<file path="src/rtl/control_unit.sv">
// rtl/control_unit.sv - multi-cycle instruction sequencer with memory-wait timeout.
// All outputs are registers loaded from the next state, so they line up with c_o_state.
module control_unit #(
   parameter int OPCODE_WIDTH = 6,
   parameter int CNT_WIDTH    = 32,
   parameter int MEM_TIMEOUT  = 16
) (
   input  logic                    c_clk,
   input  logic                    c_rst,
   input  logic                    c_i_start,
   input  logic                    c_i_halt,
   input  logic [OPCODE_WIDTH-1:0] c_i_opcode,
   input  logic                    c_i_mem_ready,
   output logic                    c_o_ce,
   output logic                    c_o_RegDst,
   output logic                    c_o_RegWrite,
   output logic                    c_o_Branch,
   output logic                    c_o_ALUSrc,
   output logic                    c_o_MemRead,
   output logic                    c_o_MemWrite,
   output logic                    c_o_MemtoReg,
   output logic                    c_o_busy,
   output logic [2:0]              c_o_state,
   output logic                    c_o_illegal,
   output logic                    c_o_err,
   output logic [CNT_WIDTH-1:0]    c_o_retired
);

   typedef enum logic [2:0] {
      S_IDLE   = 3'd0,
      S_FETCH  = 3'd1,
      S_DECODE = 3'd2,
      S_EXEC   = 3'd3,
      S_MEM    = 3'd4,
      S_WB     = 3'd5
   } state_t;

   localparam int TW = $clog2(MEM_TIMEOUT) + 1;
   localparam logic [OPCODE_WIDTH-1:0] OP_R    = OPCODE_WIDTH'(6'b000000);
   localparam logic [OPCODE_WIDTH-1:0] OP_ADDI = OPCODE_WIDTH'(6'b001000);
   localparam logic [OPCODE_WIDTH-1:0] OP_LW   = OPCODE_WIDTH'(6'b100011);
   localparam logic [OPCODE_WIDTH-1:0] OP_SW   = OPCODE_WIDTH'(6'b101011);
   localparam logic [OPCODE_WIDTH-1:0] OP_BEQ  = OPCODE_WIDTH'(6'b000100);

   state_t                  state_q, state_d;
   logic [OPCODE_WIDTH-1:0] opc_q, opc_d;
   logic [TW-1:0]           wait_q, wait_d;
   logic                    err_q, err_d;
   logic [CNT_WIDTH-1:0]    retired_q, retired_d;
   logic                    ce_q, ce_d, regdst_q, regdst_d, regwrite_q, regwrite_d;
   logic                    branch_q, branch_d, alusrc_q, alusrc_d;
   logic                    memread_q, memread_d, memwrite_q, memwrite_d;
   logic                    memtoreg_q, memtoreg_d, illegal_q, illegal_d, busy_q, busy_d;
   logic                    boundary, retire, in_instr;

   always_ff @(posedge c_clk or negedge c_rst) begin
      if (!c_rst) begin
         state_q    <= S_IDLE;
         opc_q      <= '0;
         wait_q     <= '0;
         err_q      <= 1'b0;
         retired_q  <= '0;
         ce_q       <= 1'b0;
         regdst_q   <= 1'b0;
         regwrite_q <= 1'b0;
         branch_q   <= 1'b0;
         alusrc_q   <= 1'b0;
         memread_q  <= 1'b0;
         memwrite_q <= 1'b0;
         memtoreg_q <= 1'b0;
         illegal_q  <= 1'b0;
         busy_q     <= 1'b0;
      end else begin
         state_q    <= state_d;
         opc_q      <= opc_d;
         wait_q     <= wait_d;
         err_q      <= err_d;
         retired_q  <= retired_d;
         ce_q       <= ce_d;
         regdst_q   <= regdst_d;
         regwrite_q <= regwrite_d;
         branch_q   <= branch_d;
         alusrc_q   <= alusrc_d;
         memread_q  <= memread_d;
         memwrite_q <= memwrite_d;
         memtoreg_q <= memtoreg_d;
         illegal_q  <= illegal_d;
         busy_q     <= busy_d;
      end
   end

   always_comb begin
      state_d   = state_q;
      opc_d     = opc_q;
      wait_d    = wait_q;
      err_d     = err_q;
      retired_d = retired_q;
      boundary  = 1'b0;
      retire    = 1'b0;
      case (state_q)
         S_IDLE:   if (c_i_start) state_d = S_FETCH;
         S_FETCH:  state_d = S_DECODE;
         S_DECODE: begin
            opc_d   = c_i_opcode;
            state_d = S_EXEC;
         end
         S_EXEC: begin
            wait_d = '0;
            if (opc_q == OP_R || opc_q == OP_ADDI) begin
               state_d = S_WB;
            end else if (opc_q == OP_LW || opc_q == OP_SW) begin
               state_d = S_MEM;
            end else begin
               boundary = 1'b1;
               retire   = (opc_q == OP_BEQ);
            end
         end
         S_MEM: begin
            if (c_i_mem_ready) begin
               if (opc_q == OP_LW) begin
                  state_d = S_WB;
               end else begin
                  boundary = 1'b1;
                  retire   = 1'b1;
               end
            end else if (wait_q == TW'(MEM_TIMEOUT - 1)) begin
               // Timed-out access is abandoned without retiring.
               boundary = 1'b1;
               err_d    = 1'b1;
            end else begin
               wait_d = wait_q + TW'(1);
            end
         end
         S_WB: begin
            boundary = 1'b1;
            retire   = 1'b1;
         end
         default: state_d = S_IDLE;
      endcase
      if (boundary) state_d = c_i_halt ? S_IDLE : S_FETCH;
      if (retire) retired_d = retired_q + CNT_WIDTH'(1);
   end

   // Outputs are decoded from next state and next opcode so they register in step with it.
   always_comb begin
      in_instr   = (state_d == S_EXEC) || (state_d == S_MEM) || (state_d == S_WB);
      ce_d       = (state_d == S_FETCH);
      busy_d     = (state_d != S_IDLE);
      regdst_d   = in_instr && (opc_d == OP_R);
      alusrc_d   = in_instr && (opc_d == OP_ADDI || opc_d == OP_LW || opc_d == OP_SW);
      memtoreg_d = in_instr && (opc_d == OP_LW);
      branch_d   = (state_d == S_EXEC) && (opc_d == OP_BEQ);
      memread_d  = (state_d == S_MEM) && (opc_d == OP_LW);
      memwrite_d = (state_d == S_MEM) && (opc_d == OP_SW);
      regwrite_d = (state_d == S_WB);
      illegal_d  = (state_d == S_EXEC) && !(opc_d == OP_R || opc_d == OP_ADDI ||
                   opc_d == OP_LW || opc_d == OP_SW || opc_d == OP_BEQ);
   end

   assign c_o_state    = state_q;
   assign c_o_ce       = ce_q;
   assign c_o_RegDst   = regdst_q;
   assign c_o_RegWrite = regwrite_q;
   assign c_o_Branch   = branch_q;
   assign c_o_ALUSrc   = alusrc_q;
   assign c_o_MemRead  = memread_q;
   assign c_o_MemWrite = memwrite_q;
   assign c_o_MemtoReg = memtoreg_q;
   assign c_o_busy     = busy_q;
   assign c_o_illegal  = illegal_q;
   assign c_o_err      = err_q;
   assign c_o_retired  = retired_q;

endmodule

</file>
<file path="config.mk">
export PLATFORM = sky130hd
export DESIGN_NAME = control_unit
export DESIGN_NICKNAME = d
export VERILOG_FILES = /design/src/rtl/control_unit.sv
export SDC_FILE = /design/constraint.sdc
export NUM_CORES = 1
export LEC_CHECK = 0
export ABC_AREA = 1
export CORE_MARGIN = 2
export CORE_UTILIZATION = 50
export DETAILED_ROUTE_END_ITERATION = 16
export DONT_BUFFER_PORTS = 1
export PLACE_DENSITY_LB_ADDON = 0.2
export SYNTH_ARGS = -nofsm -noshare
export SYNTH_HDL_FRONTEND = slang
export SYNTH_SLANG_ARGS = --single-unit
export TNS_END_PERCENT = 5
</file>
<file path="constraint.sdc">
create_clock -name c_clk -period 1.77 [get_ports c_clk]
set_input_delay 0.0885 -clock c_clk [delete_from_list [all_inputs] [get_ports c_clk]]
set_output_delay 0.0885 -clock c_clk [all_outputs]
set_load 0.02 [all_outputs]
</file>
Yosys cells after proc, flatten, opt, wreduce, memory -nomap -nowiden

Cells that the tools add are included.

Add/sub/neg operators: 2
Equal/unequal tests: 20
Multiplexer cells: 22
Bitwise gates (word level): 1
Reduce and logical (&&, ||, !) cells: 25

Operator list:

| cell                                           | count |
|---|---|
| adder 32 x 1 -> 32 bit (second input constant) | 1 |
| == test 6 bit (second input constant)          | 4 |
| two-way mux 3 bit                              | 6 |
| case mux 3 bit (6 select lines)                | 1 |
| == test 3 bit (second input constant)          | 4 |
| == test 6 x 3 -> 1 bit (second input constant) | 2 |
| == test 6 x 4 -> 1 bit (second input constant) | 2 |
| logical NOT 6 bit                              | 2 |
| logical OR 1 bit                               | 10 |
| two-way mux 5 bit                              | 2 |
| case mux 5 bit (2 select lines)                | 1 |
| == test 3 x 2 -> 1 bit (second input constant) | 3 |
| two-way mux 1 bit                              | 9 |
| logical AND 1 bit                              | 7 |
| == test 3 x 1 -> 1 bit (second input constant) | 2 |
| two-way mux 6 bit                              | 1 |
| case mux 1 bit (3 select lines)                | 2 |
| AND reduction 3 bit                            | 2 |
| adder 5 x 1 -> 5 bit (second input constant)   | 1 |
| == test 5 x 4 -> 1 bit (second input constant) | 1 |
| inequality test 2 bit (second input constant)  | 2 |
| logical NOT 3 bit                              | 1 |
| nonzero test 3 bit                             | 1 |
| nonzero test 2 bit                             | 1 |
| other kinds (2)                                | 2 |

Register bits after elaboration: 57
Input bits: 11
Word-level logic and storage cells: 85

Depth between registers and ports, before layout

Gate-level depths: netlist of the first run.

Depth after elaboration: 10
Depth in mapped cells: 11
Depth with buffers taken out: 11

Worst setup path after synthesis of the first run

No wires, ideal clock.

Path type: register to register
From: reg retired_q[0], in the netlist c_o_retired[0]
To: reg retired_q[18], in the netlist c_o_retired[18]
Library setup time: 0.132 ns
Arrival time: 1.594 ns
Path slack: 0.044 ns
Cell stages (with the launch flop): 10
Clock period less this slack: 1.726 ns
Cells stage by stage: dfrtp_1 ha_1 inv_1 nor3_2 nand2_1 nor2_1 nand2_4 nor2_4 nand2_2 xnor2_1

Word-level cells in the longest chain between the ends: 1

RTL lines:

| item                   | line | source |
|---|---|---|
| from (decl)            | 49   | `logic [CNT_WIDTH-1:0] retired_q, retired_d;` |
| from (signal assigned) | 78   | `retired_q <= retired_d;` |
| adder 32 x 1 -> 32 bit | 141  | `if (retire) retired_d = retired_q + CNT_WIDTH'(1);` |

No other way between the ends.
A chain may end at the register's enable or synchronous reset.

Worst setup path after layout of the first run

From: reg wait_q[1]
To: reg memread_q, in the netlist c_o_MemRead

Word-level cells in the longest chain between the ends: 7

RTL lines:

| item                            | line | source |
|---|---|---|
| from (decl)                     | 47   | `logic [TW-1:0] wait_q, wait_d;` |
| from (signal assigned)          | 76   | `wait_q <= wait_d;` |
| == test 5 x 4 -> 1 bit          | 126  | `end else if (wait_q == TW'(MEM_TIMEOUT - 1)) begin` |
| two-way mux 1 bit               | 126  |  |
| two-way mux 1 bit               | 119  | `if (c_i_mem_ready) begin` |
| case mux 1 bit (3 select lines) | 100  | `case (state_q)` |
| two-way mux 3 bit               | 140  | `if (boundary) state_d = c_i_halt ? S_IDLE : S_FETCH;` |
| == test 3 bit                   | 153  | `memread_d = (state_d == S_MEM) && (opc_d == OP_LW);` |
| logical AND 1 bit               | 153  |  |
| via memread_d                   | 52   | `logic memread_q, memread_d, memwrite_q, memwrite_d;` |
| to (signal assigned)            | 84   | `memread_q <= memread_d;` |
| to (decl)                       | 52   |  |

The timed path passes the listed nets, and every way through them passes these cells.

==> results.md, run 1 <==
* Status: completed
* Ys Warns at 0
* Worst vdd ir at between 800 and 900 uV
* Maxcap violations at 0
* Most frequent cells in the layout: nand2_1 (109), inv_1 (54), dfrtp_1 (54)
* Mapped cell area at around 0.0031 mm^2
* Synth Area per Inst at a little under 8 um^2
* Fin. max-slew vios at 0
* Hold violation count in the final report at 0
* Worst EP arrival at 1.98 ns
* Sw Pwr at 1.72 mW
* Commonest non-fill, non-tap cell in the layout: nand2_1
* GRT overflow at 0
* Final TNS setup at 0 ns
* Vias in the first global route at about 3000
* Setup crit start kind: register
* Logic gate share of total power at ~34%
* Core footprint at a little under 0.006 mm^2
* Max FO, Critical Path at 5
* Largest net degree at the start of global routing at 58
* Initial Util at 52.3%
* Row Count at 28
* H-Tree Depth at 3
* Remaining DRCs at 0
* Final Cycle Share at a little over nine tenths
* Worst-case clock skew at about 0.0080 ns
* Syn nets at about 420
* Fin nets at around 480
* Final HPWL DP at 5.40 mm
* Io pins at between 50 and 60
* Antenna violations before repair at 0
* Die W at around 83 um
* CTS tree: built
* Switching share of power at between 30% and 40%
* Total Wirelength at roughly 7.6 mm
* Routed Antenna Nets at 0
* # port buffers at 0
* GPL Wtd Cong at a little over 0.9
* Total power at ~4.6 mW
* WP data required at between 2 and 2.5 ns
* TritonRoute pass-1 iters at 4
* Die height at approximately 83 um
* Final Cell Area at around 0.0040 mm^2
* First-pass GRT wire length at around 14 mm
* Slew HR at 74.1%
* Post-synthesis sequential area ratio at around 46%
* Worst-Margin Slew at around 0.4 ns
* Pleak at 1.90 nW
* Reg power frac at between 30% and 40%
* Achievable frequency at between 500 and 600 MHz
* Mapped Cells at 403
* Worst Setup Path Type: register to register
* Final setup fails at 0
* DIE AREA at roughly 0.0069 mm^2
* Final min period at roughly 1.7 ns
* Netlist cell types at 30
* Placement Cell Area at roughly 0.0035 mm^2
* Cts bufs inserted at 9
* Hold crit path type: input pin to register
* Clock power share at 29.5%
* Synth area leaders: dfrtp_1 (46%), nand2_1 (13%), inv_1 (6.9%), nor2_1 (5.5%), xor2_1 (4.8%)
* Final core occ at about 67%
* Synth-to-layout area growth at 28.3%
* Power per Cell Area at 1150 mW/mm^2
* Max clock buf depth at 2
* Vias at approximately 2800
* Iteration-0 DRC Markers at 184
* Layout cells sized above 1 at about a quarter
* CTS clk-pin slew, worst paths at about 0.070 ns
* Most area-hungry cell type in the Yosys netlist: dfrtp_1
* Yosys top cell area share at about 46%
* Unrepaired setup endpoints after global routing: yes
* GRT Total Usage at a little under a quarter
* Seq cells post-synth at between 50 and 60
* Vias per inst at approximately 5.2
* Worst-Skew Late Latency at 0.34 ns
* Internal Power at 2.87 mW
* Antenna diode count at 0
* Crit end category: register
* CTS Root Cell: clkbuf_8
* # clock sinks at 57
* Wire length per cell at between 10 and 15 um
-- timing repair --
action                                  4_1_cts  5_1_grt
resized for setup                             1       38
pin swaps                                     0        7
endpoints found under the setup margin        3       37
hold buffers                                  8        0
buffers inserted                              0        4
hold endpoints to repair                     65        0
-- state kept, by name (all words and copies together) (netlist names) --
register and cells:
c_o_retired 32, c_o_MemRead 1, c_o_MemtoReg 1, c_o_busy 1, wait_q 5, c_o_RegDst 1
c_o_ALUSrc 1, c_o_err 1, c_o_ce 1, c_o_MemWrite 1, c_o_RegWrite 1, opc_q 6
c_o_illegal 1, c_o_Branch 1, c_o_state 3
-- cell families (layout without fill, tap and decap cells) --
kind of cell,Yosys count,in the layout,synth area share (%)
and+or+nand+nor,232,232,33.2
buffers and inverters,61,130,8.19
AOI/OAI and AO/OA,24,24,4.30
muxes,1,1,0.321
adders and majority gates,3,3,1.20
DFF,57,57,45.8
xor gates and xnor gates,25,25,7.03
-- through the flow --
stage | setup slack (ns) | hold WS, ns | std cells
2_1_floorplan | 0.0445 | -0.207 | 403
4_1_cts | 0.00620 | 0.0251 | 543
3_5_place_dp | -0.0155 | -0.206 | 519
5_1_grt | -0.0443 | 0.0152 | 547
3_3_place_gp | 0.0272 | -0.206 | 519
6_report | 0.0619 | 0.0110 | 547
-- final cells by class --
cell class	instances	area [um^2]
clock inverter	5	78.8
multi-input combinational	285	1560
sequential	57	1430
fill	489	1960
clock buffer	11	141
inverter	57	214
timing repair buffer	57	477
tap	75	93.8
-- metal layers --
| metal | routed length [um] | vias up | global-route usage [%] |
|---|---|---|---|
| li1 | - | 1407 | - |
| met1 | 3560 | 1332 | 32.2 |
| met2 | 3460 | 74 | 36.3 |
| met3 | 368 | 15 | 5.67 |
| met4 | 167 | 0 | 12.1 |
| met5 | 0 | - | 0 |
-- synth_stat cells --
library cell and n:
nand2_2 5, nor2_2 4, inv_1 57, buf_4 1
and3_1 1, mux2i_1 1, or2_2 1, nand2_1 112
o21ai_2 2, ha_1 3, a21oi_1 4, nand3_1 24
o21ai_0 9, nand4_1 10, nand2_4 1, nor3_2 4
nand3_2 1, a211oi_1 1, buf_6 3, nor3_1 19
nor4_1 1, o22ai_1 2, xnor2_1 8, nor3b_1 2
nor2_4 1, dfrtp_1 57, nor2_1 46, xor2_1 17
o21ai_1 5, a31oi_1 1
-- critical path, stage by stage (launching register included) --
cell and delay [ns]:
dfrtp_1 0.37, ha_2 0.19, inv_2 0.05, nor3_4 0.12, ha_2 0.22, nand3_2 0.10
nand4_1 0.15, nand2_1 0.09, nand2_2 0.13, nand3_2 0.10, nor2_2 0.13
-- power groups by stage --
stage | logic [mW] | clock network [mW] | registers (mW)
after floorplan | 0.798 | 0 | 1.74
after global placement | 1.21 | 0 | 1.66
after detailed placement | 1.23 | 0 | 1.66
after CTS | 1.29 | 1.38 | 1.64
after global routing | 1.74 | 1.45 | 1.68
final | 1.58 | 1.36 | 1.66
-- path summary, 6_finish.rpt --
path	startpoint	end	slack [ns]	cells past startpoint
worst max-delay path	wait_q[1]	c_o_MemRead	0.06	10
min in group asynchronous	c_rst	c_o_Branch	0.30	2
worst min register to register	wait_q[1]	wait_q[1]	0.53	2
max in group asynchronous	c_rst	c_o_state[2]	1.22	2
worst max register to register	wait_q[1]	c_o_MemRead	0.06	10
worst min-delay path	c_i_halt	c_o_ce	0.01	3
Power figures use the tool's default switching activity.
==> run 2: changes to the inputs <==
SETUP_SLACK_MARGIN = 0.2   (was default)
==> run 2 against run 1 <==
Effect of this change: cell count grew 1.3%; flip-flop and latch count is the same; hold slack gained 0.041 ns; critical path depth is the same; total power grew 2.4%; combinational power grew 3%; non-clock buffer count grew 7; fmax grew 1.1%; via count grew 0.88%; die area is the same; sequential share of layout area shrank 1.6 points; global-route usage grew 0.15 points; highest routed layer unchanged.
==> results.md, run 2 (synthesis gave the netlist of run 1 again) <==
* Routed Antenna Nets at 0 (unchanged)
* GRT Total Usage at 24.1% (+0.15 points)
* Clock power share at 29.7% (+0.2 points)
* Most used cell, CP: nand3_2
* Largest net degree at the start of global routing at 58 (unchanged)
* Reg-to-Reg End: c_o_MemRead
* Pleak at 1.93 nW (+1.7%)
* Maxcap violations at 0 (unchanged)
* Final Cell Area at 0.00421 mm^2 (+5.2%)
* Worst Setup Path Type: register to register
* Max clock buf depth at 2 (unchanged)
* Final Cycle Share at 95.5% (-1.0 points)
* CP max stage cell: dfrtp_1
* Final setup fails at 0 (unchanged)
* Grt met1 use at 33.2% (+1.0 points)
* Logic gate share of total power at 34.4% (about the same)
* Vias at 2853 (+0.88%)
* CTS Root Cell: clkbuf_8
* Commonest non-fill, non-tap cell in the layout: nand2_1
* Cts bufs inserted at 9 (unchanged)
* Final core occ at 70.6% (+3.5 points)
* Row Count at 28 (unchanged)
* Switching share of power at 38.9% (+1.5 points)
* Hold path start: c_i_opcode[3]
* Met3 usage at 5.27% (-0.40 points)
* Fin. max-slew vios at 0 (unchanged)
* First-pass GRT wire length at 13.5 mm (-0.41%)
* R2R depth at 10 (unchanged)
* Setup crit start kind: register
* Synth-to-layout area growth at 35.0%
* TritonRoute pass-1 iters at 4 (unchanged)
* GPL Wtd Cong at 0.953 (+4.8%)
* Hold crit path type: input pin to register
* Worst-case clock skew at 0.00705 ns (-0.000979 ns)
* Vias per inst at 5.15 (-0.39%)
* Hold violation count in the final report at 0 (unchanged)
* GRT overflow at 0 (unchanged)
* Final min period at 1.69 ns (-0.0182 ns)
* Most frequent cells in the layout: nand2_1 (104), inv_1 (51), buf_4 (51)
* Core footprint at 0.00596 mm^2 (unchanged)
* CP cell instances: ha_4 -> inv_2 -> nor3_2 -> ha_2 -> nand3_2 -> nand4_1 -> nand2_1 -> nand2_2 -> nand3_2 -> nor2_1
* Max FFs per register at 32 (unchanged)
* Die height at 82.9 um (unchanged)
* R2R Setup Slk at 0.08 ns (+0.02 ns)
* Status: completed
* CTS clk-pin slew, worst paths at 0.07 ns (about the same)
* Internal Power at 2.87 mW (about the same)
* Crit end category: register
* Gr busiest metal: met2
* Reg power frac at 35.9% (-0.2 points)
* Io pins at 57 (unchanged)
* Fin nets at 488 (+1.5%)
* Worst-Skew Late Latency at 0.35 ns (about the same)
* H-Tree Depth at 3 (unchanged)
* Remaining DRCs at 0 (unchanged)
* Non-filler cells, final at 554 (+1.3%)
* Final HPWL DP at 5.43 mm (+0.69%)
* Wire length per cell at 14.5 um (+4.8%)
* Max FO, Critical Path at 5 (unchanged)
* Inst Count DP at 517 (-0.39%)
* Hold slack at 0.0522 ns (+0.0412 ns)
* Worst setup path endpoint: c_o_MemRead
* Placement Cell Area at 0.00352 mm^2 (+0.32%)
* # port buffers at 0 (unchanged)
* Total Wirelength at 8.02 mm (+6.2%)
* WP data required at 2.05 ns (about the same)
* Antenna violations before repair at 0 (unchanged)
* R2r startpoint: wait_q[1]
* Worst setup path start: wait_q[1]
* Sw Pwr at 1.83 mW (+6.4%)
* Power per Cell Area at 1120 mW/mm^2 (-2.6%)
* Achievable frequency at 592 MHz (+1.1%)
* Unrepaired setup endpoints after global routing: yes
* Slew HR at 72.1% (-2.0 points)
* Die W at 82.9 um (unchanged)
* Worst-Margin Slew at 0.418 ns (+0.0299 ns)
* CP peak stage delay at 0.41 ns (+0.04 ns)
* CTS tree: built
* Worst vdd ir at 1020 uV (+26%)
* Antenna diode count at 0 (unchanged)
* Layout cells sized above 1 at 31.3% (+8.0 points)
* GRT met2 Usage at 37.5% (+1.2 points)
* Initial Util at 52.3% (unchanged)
* Iteration-0 DRC Markers at 204 (+11%)
* DIE AREA at 0.00688 mm^2 (unchanged)
* # clock sinks at 57 (unchanged)
* Vias in the first global route at 2892 (-2.5%)
* Worst EP arrival at 1.97 ns (about the same)
==> run 2: changes by cell type in the layout (fill, tap and decap cells not counted), moves of 4 or more <==
cell,delta
nor2_1,-8
nor3_1,-8
nor3_2,+6
buf_4,+5
nand2_1,-5
dfrtp_1,-4
dfrtp_2,+4
nand2_2,+4
nor2_2,+4
nor2_4,+4
==> run 2: how the worst min path moves through the flow <==
stage	end	slack [ns]	cells after the start
after floorplan	c_o_ALUSrc	-0.21	0
after global placement	wait_q[2]	-0.21	0
after detailed placement	wait_q[4]	-0.21	0
after CTS	opc_q[3]	0.007	2
after global routing	opc_q[3]	0.06	2
final	opc_q[3]	0.05	2
==> run 2: cell type report <==
type,count,area (um^2)
multi-input cells,285,1700
well taps,75,93.8
flip-flops and latches,57,1440
fillers,468,1750
clock buffers,9,124
repair buffers,64,541
clock inverters,7,103
inverters,57,214
==> run 2: layer usage <==
metal  part of all wire, %  vias to the layer above
li1                      -                     1424
met1                    45                     1330
met2                    48                       86
met3                   5.7                       13
met4                   1.8                        0
met5                     0                        -
==> run 2: power by group through the flow <==
stage	clock [mW]	sequential [mW]	combinational, mW
2_1_floorplan	0	1.75	0.804
3_3_place_gp	0	1.69	1.20
3_5_place_dp	0	1.69	1.22
4_1_cts	1.42	1.67	1.46
5_1_grt	1.47	1.71	1.83
6_report	1.40	1.69	1.62
==> run 2: through the flow <==
stage          setup WS (ns)  power (mW)  TNS [ns]
2_1_floorplan          0.184        2.56         0
3_3_place_gp          0.0191        2.89         0
3_5_place_dp         -0.0527        2.91   -0.0704
4_1_cts                0.136        4.55         0
5_1_grt              -0.0361        5.01   -0.0483
6_report              0.0801        4.71         0
==> run 2: repair_timing <==
action	CTS	global route
setup endpoints to repair	36	45
gates cloned	0	0
setup buffers	12	1
hold endpoints to repair	67	0
pin swaps	19	10
gates resized for setup	23	49
hold buffers	8	0
==> run 2: worst max-delay path: cells and delay by family, from the launching register on <==
family	cells	cell delay, ns
buffers and inverters	1	0.04
DFF	1	0.41
adders and majority gates	2	0.39
and+or+nand+nor	7	0.79
==> run 3: changes to the inputs <==
REMOVE_ABC_BUFFERS = 1   (was default)
==> run 3 against run 2 <==
Effect of this change: combinational power shrank 3%; first-iteration DRC count shrank 10%; register-to-register slack gained 0.04 ns; fmax grew 2.1%.
==> results.md, run 3 (synthesis gave the netlist of run 1 again) <==
* Power per Cell Area at 1120 mW/mm^2 (-0.19%)
* Row Count at 28 (unchanged)
* Hold crit path type: input pin to register
* CTS Root Cell: clkbuf_8
* Final TNS setup at 0 ns (unchanged)
* GRT overflow at 0 (unchanged)
* Placement Cell Area at 0.00348 mm^2 (-0.96%)
* Vias at 2837 (-0.56%)
* Most frequent cells in the layout: nand2_1 (108), dfrtp_1 (54), inv_1 (53)
* TritonRoute pass-1 iters at 4 (unchanged)
* Crit end category: register
* # port buffers at 0 (unchanged)
* Worst-Margin Slew at 0.403 ns (-0.0150 ns)
* Worst vdd ir at 735 uV (-28%)
* Antenna diode count at 0 (unchanged)
* Unrepaired setup endpoints after global routing: yes
* First-pass GRT wire length at 13.2 mm (-2.5%)
* Routed Antenna Nets at 0 (unchanged)
* WP data required at 2.04 ns (about the same)
* CTS tree: built
* Antenna violations before repair at 0 (unchanged)
* Final core occ at 67.6% (-3.0 points)
* Switching share of power at 39.5% (+0.53 points)
* Synth-to-layout area growth at 29.2%
* Worst Setup Path Type: register to register
* Inst Count DP at 516 (-0.19%)
* Max FO, Critical Path at 5 (unchanged)
* Sw Pwr at 1.77 mW (-3.2%)
* # clock sinks at 57 (unchanged)
* Maxcap violations at 0 (unchanged)
* Iteration-0 DRC Markers at 183 (-10%)
* Status: completed
* Die height at 82.9 um (unchanged)
* Total power at 4.50 mW (-4.5%)
* Remaining DRCs at 0 (unchanged)
* Final Cycle Share at 93.5% (-2.0 points)
* Final HPWL DP at 5.32 mm (-2.0%)
* Initial Util at 52.3% (unchanged)
* Pleak at 1.88 nW (-2.6%)
* Max FFs per register at 32 (unchanged)
* Vias in the first global route at 2769 (-4.3%)
* Fin. max-slew vios at 0 (unchanged)
* Place WS at -0.00711 ns (+0.0455 ns)
* Max clock buf depth at 2 (unchanged)
* Fill count at 509 (+8.8%)
* Largest net degree at the start of global routing at 58 (unchanged)
* Internal Power at 2.72 mW (-5.3%)
* Total Wirelength at 7.91 mm (-1.4%)
* Final setup fails at 0 (unchanged)
* Slew HR at 73.1% (+1.0 points)
* Achievable frequency at 604 MHz (+2.1%)
* CTS clk-pin slew, worst paths at 0.07 ns (about the same)
* Cts bufs inserted at 9 (unchanged)
* Io pins at 57 (unchanged)
* Reg power frac at 37.0% (+1.1 points)
* Worst EP arrival at 1.93 ns (-0.04 ns)
* Non-filler cells, final at 550 (-0.72%)
* Logic gate share of total power at 35.0% (+0.6 points)
* Hold slack at 0.168 ns (+0.116 ns)
* GRT Total Usage at 23.6% (-0.53 points)
* Worst-case clock skew at 0.00858 ns (+0.00153 ns)
* Setup crit start kind: register
* Hold violation count in the final report at 0 (unchanged)
* Worst-Skew Late Latency at 0.34 ns (about the same)
* Die W at 82.9 um (unchanged)
* Fin nets at 484 (-0.82%)
* DIE AREA at 0.00688 mm^2 (unchanged)
* Wire length per cell at 14.4 um (-0.64%)
* Core footprint at 0.00596 mm^2 (unchanged)
* Vias per inst at 5.16 (+0.16%)
* Layout cells sized above 1 at 25.5% (-5.8 points)
* Commonest non-fill, non-tap cell in the layout: nand2_1
* H-Tree Depth at 3 (unchanged)
* Clock power share at 28.0% (-1.7 points)
* Final Cell Area at 0.00402 mm^2 (-4.3%)
* GPL Wtd Cong at 0.863 (-9.5%)
* Final worst slack at 0.115 ns (+0.0352 ns)
* Final min period at 1.65 ns (-0.0352 ns)
[run 3: changes by cell type in the layout (fill, tap and decap cells not counted), sizes merged]
cell and change:
buf -5, inv -2, bufinv -1, clkbuf +1, clkinv +1, clkinvlp +1
dlygate4sd3 +1
[run 3: cell type report]
| type | instances | area [um^2] | area share (%) |
|---|---|---|---|
| Clock buffer | 10 | 138 | 3.42 |
| Clock inverter | 6 | 67.6 | 1.68 |
| Sequential cell | 57 | 1430 | 35.5 |
| Timing Repair Buffer | 60 | 498 | 12.4 |
| Tap cell | 75 | 93.8 | 2.33 |
| Inverter | 57 | 214 | 5.32 |
| Multi-Input combinational cell | 285 | 1580 | 39.3 |
[run 3: worst max-delay path, stage by stage, from the launching register on]
cell and delay [ns]:
dfrtp_1 0.36, ha_2 0.19, inv_2 0.05, nor3_2 0.14, ha_2 0.22, nand3_2 0.08, nand4_1 0.15, nand2_1 0.09
nand2_2 0.11, nand3_1 0.10, nor2_1 0.10
[run 3: power by group through the flow]
stage               logic [mW]  registers, mW  clock network [mW]
floorplan                0.760           1.74                   0
global placement          1.22           1.66                   0
detailed placement        1.23           1.66                   0
CTS                       1.40           1.65                1.27
global route              1.73           1.69                1.33
finish                    1.57           1.67                1.26
[run 3: worst paths after layout]
kind / depth (start not counted) / end / slack (ns) / startpoint
max: 10 / c_o_MemRead / 0.12 / wait_q[0]
min: 4 / c_o_err / 0.17 / c_i_mem_ready
max reg2reg: 10 / c_o_MemRead / 0.12 / wait_q[0]
min reg2reg: 1 / c_o_retired[14] / 0.52 / c_o_retired[14]
max in group asynchronous: 2 / c_o_state[2] / 1.23 / c_rst
min in group asynchronous: 2 / wait_q[0] / 0.28 / c_rst
[run 3: routing by layer]
layer | vias to the layer above | global-route usage (%) | routed length, um
met1 | 1344 | 32.3 | 3610
met2 | 68 | 35.7 | 3670
met5 | - | 0 | 0
li1 | 1412 | - | -
met3 | 13 | 6.56 | 507
met4 | 0 | 9.09 | 125
[run 3: repair_timing]
item                       4_1_cts  5_1_grt
setup endpoints to repair       37       46
pin swaps                        4       11
buffers inserted                 1        8
resized for setup               28       18
hold buffers                     9        0
hold endpoints to repair        68        0
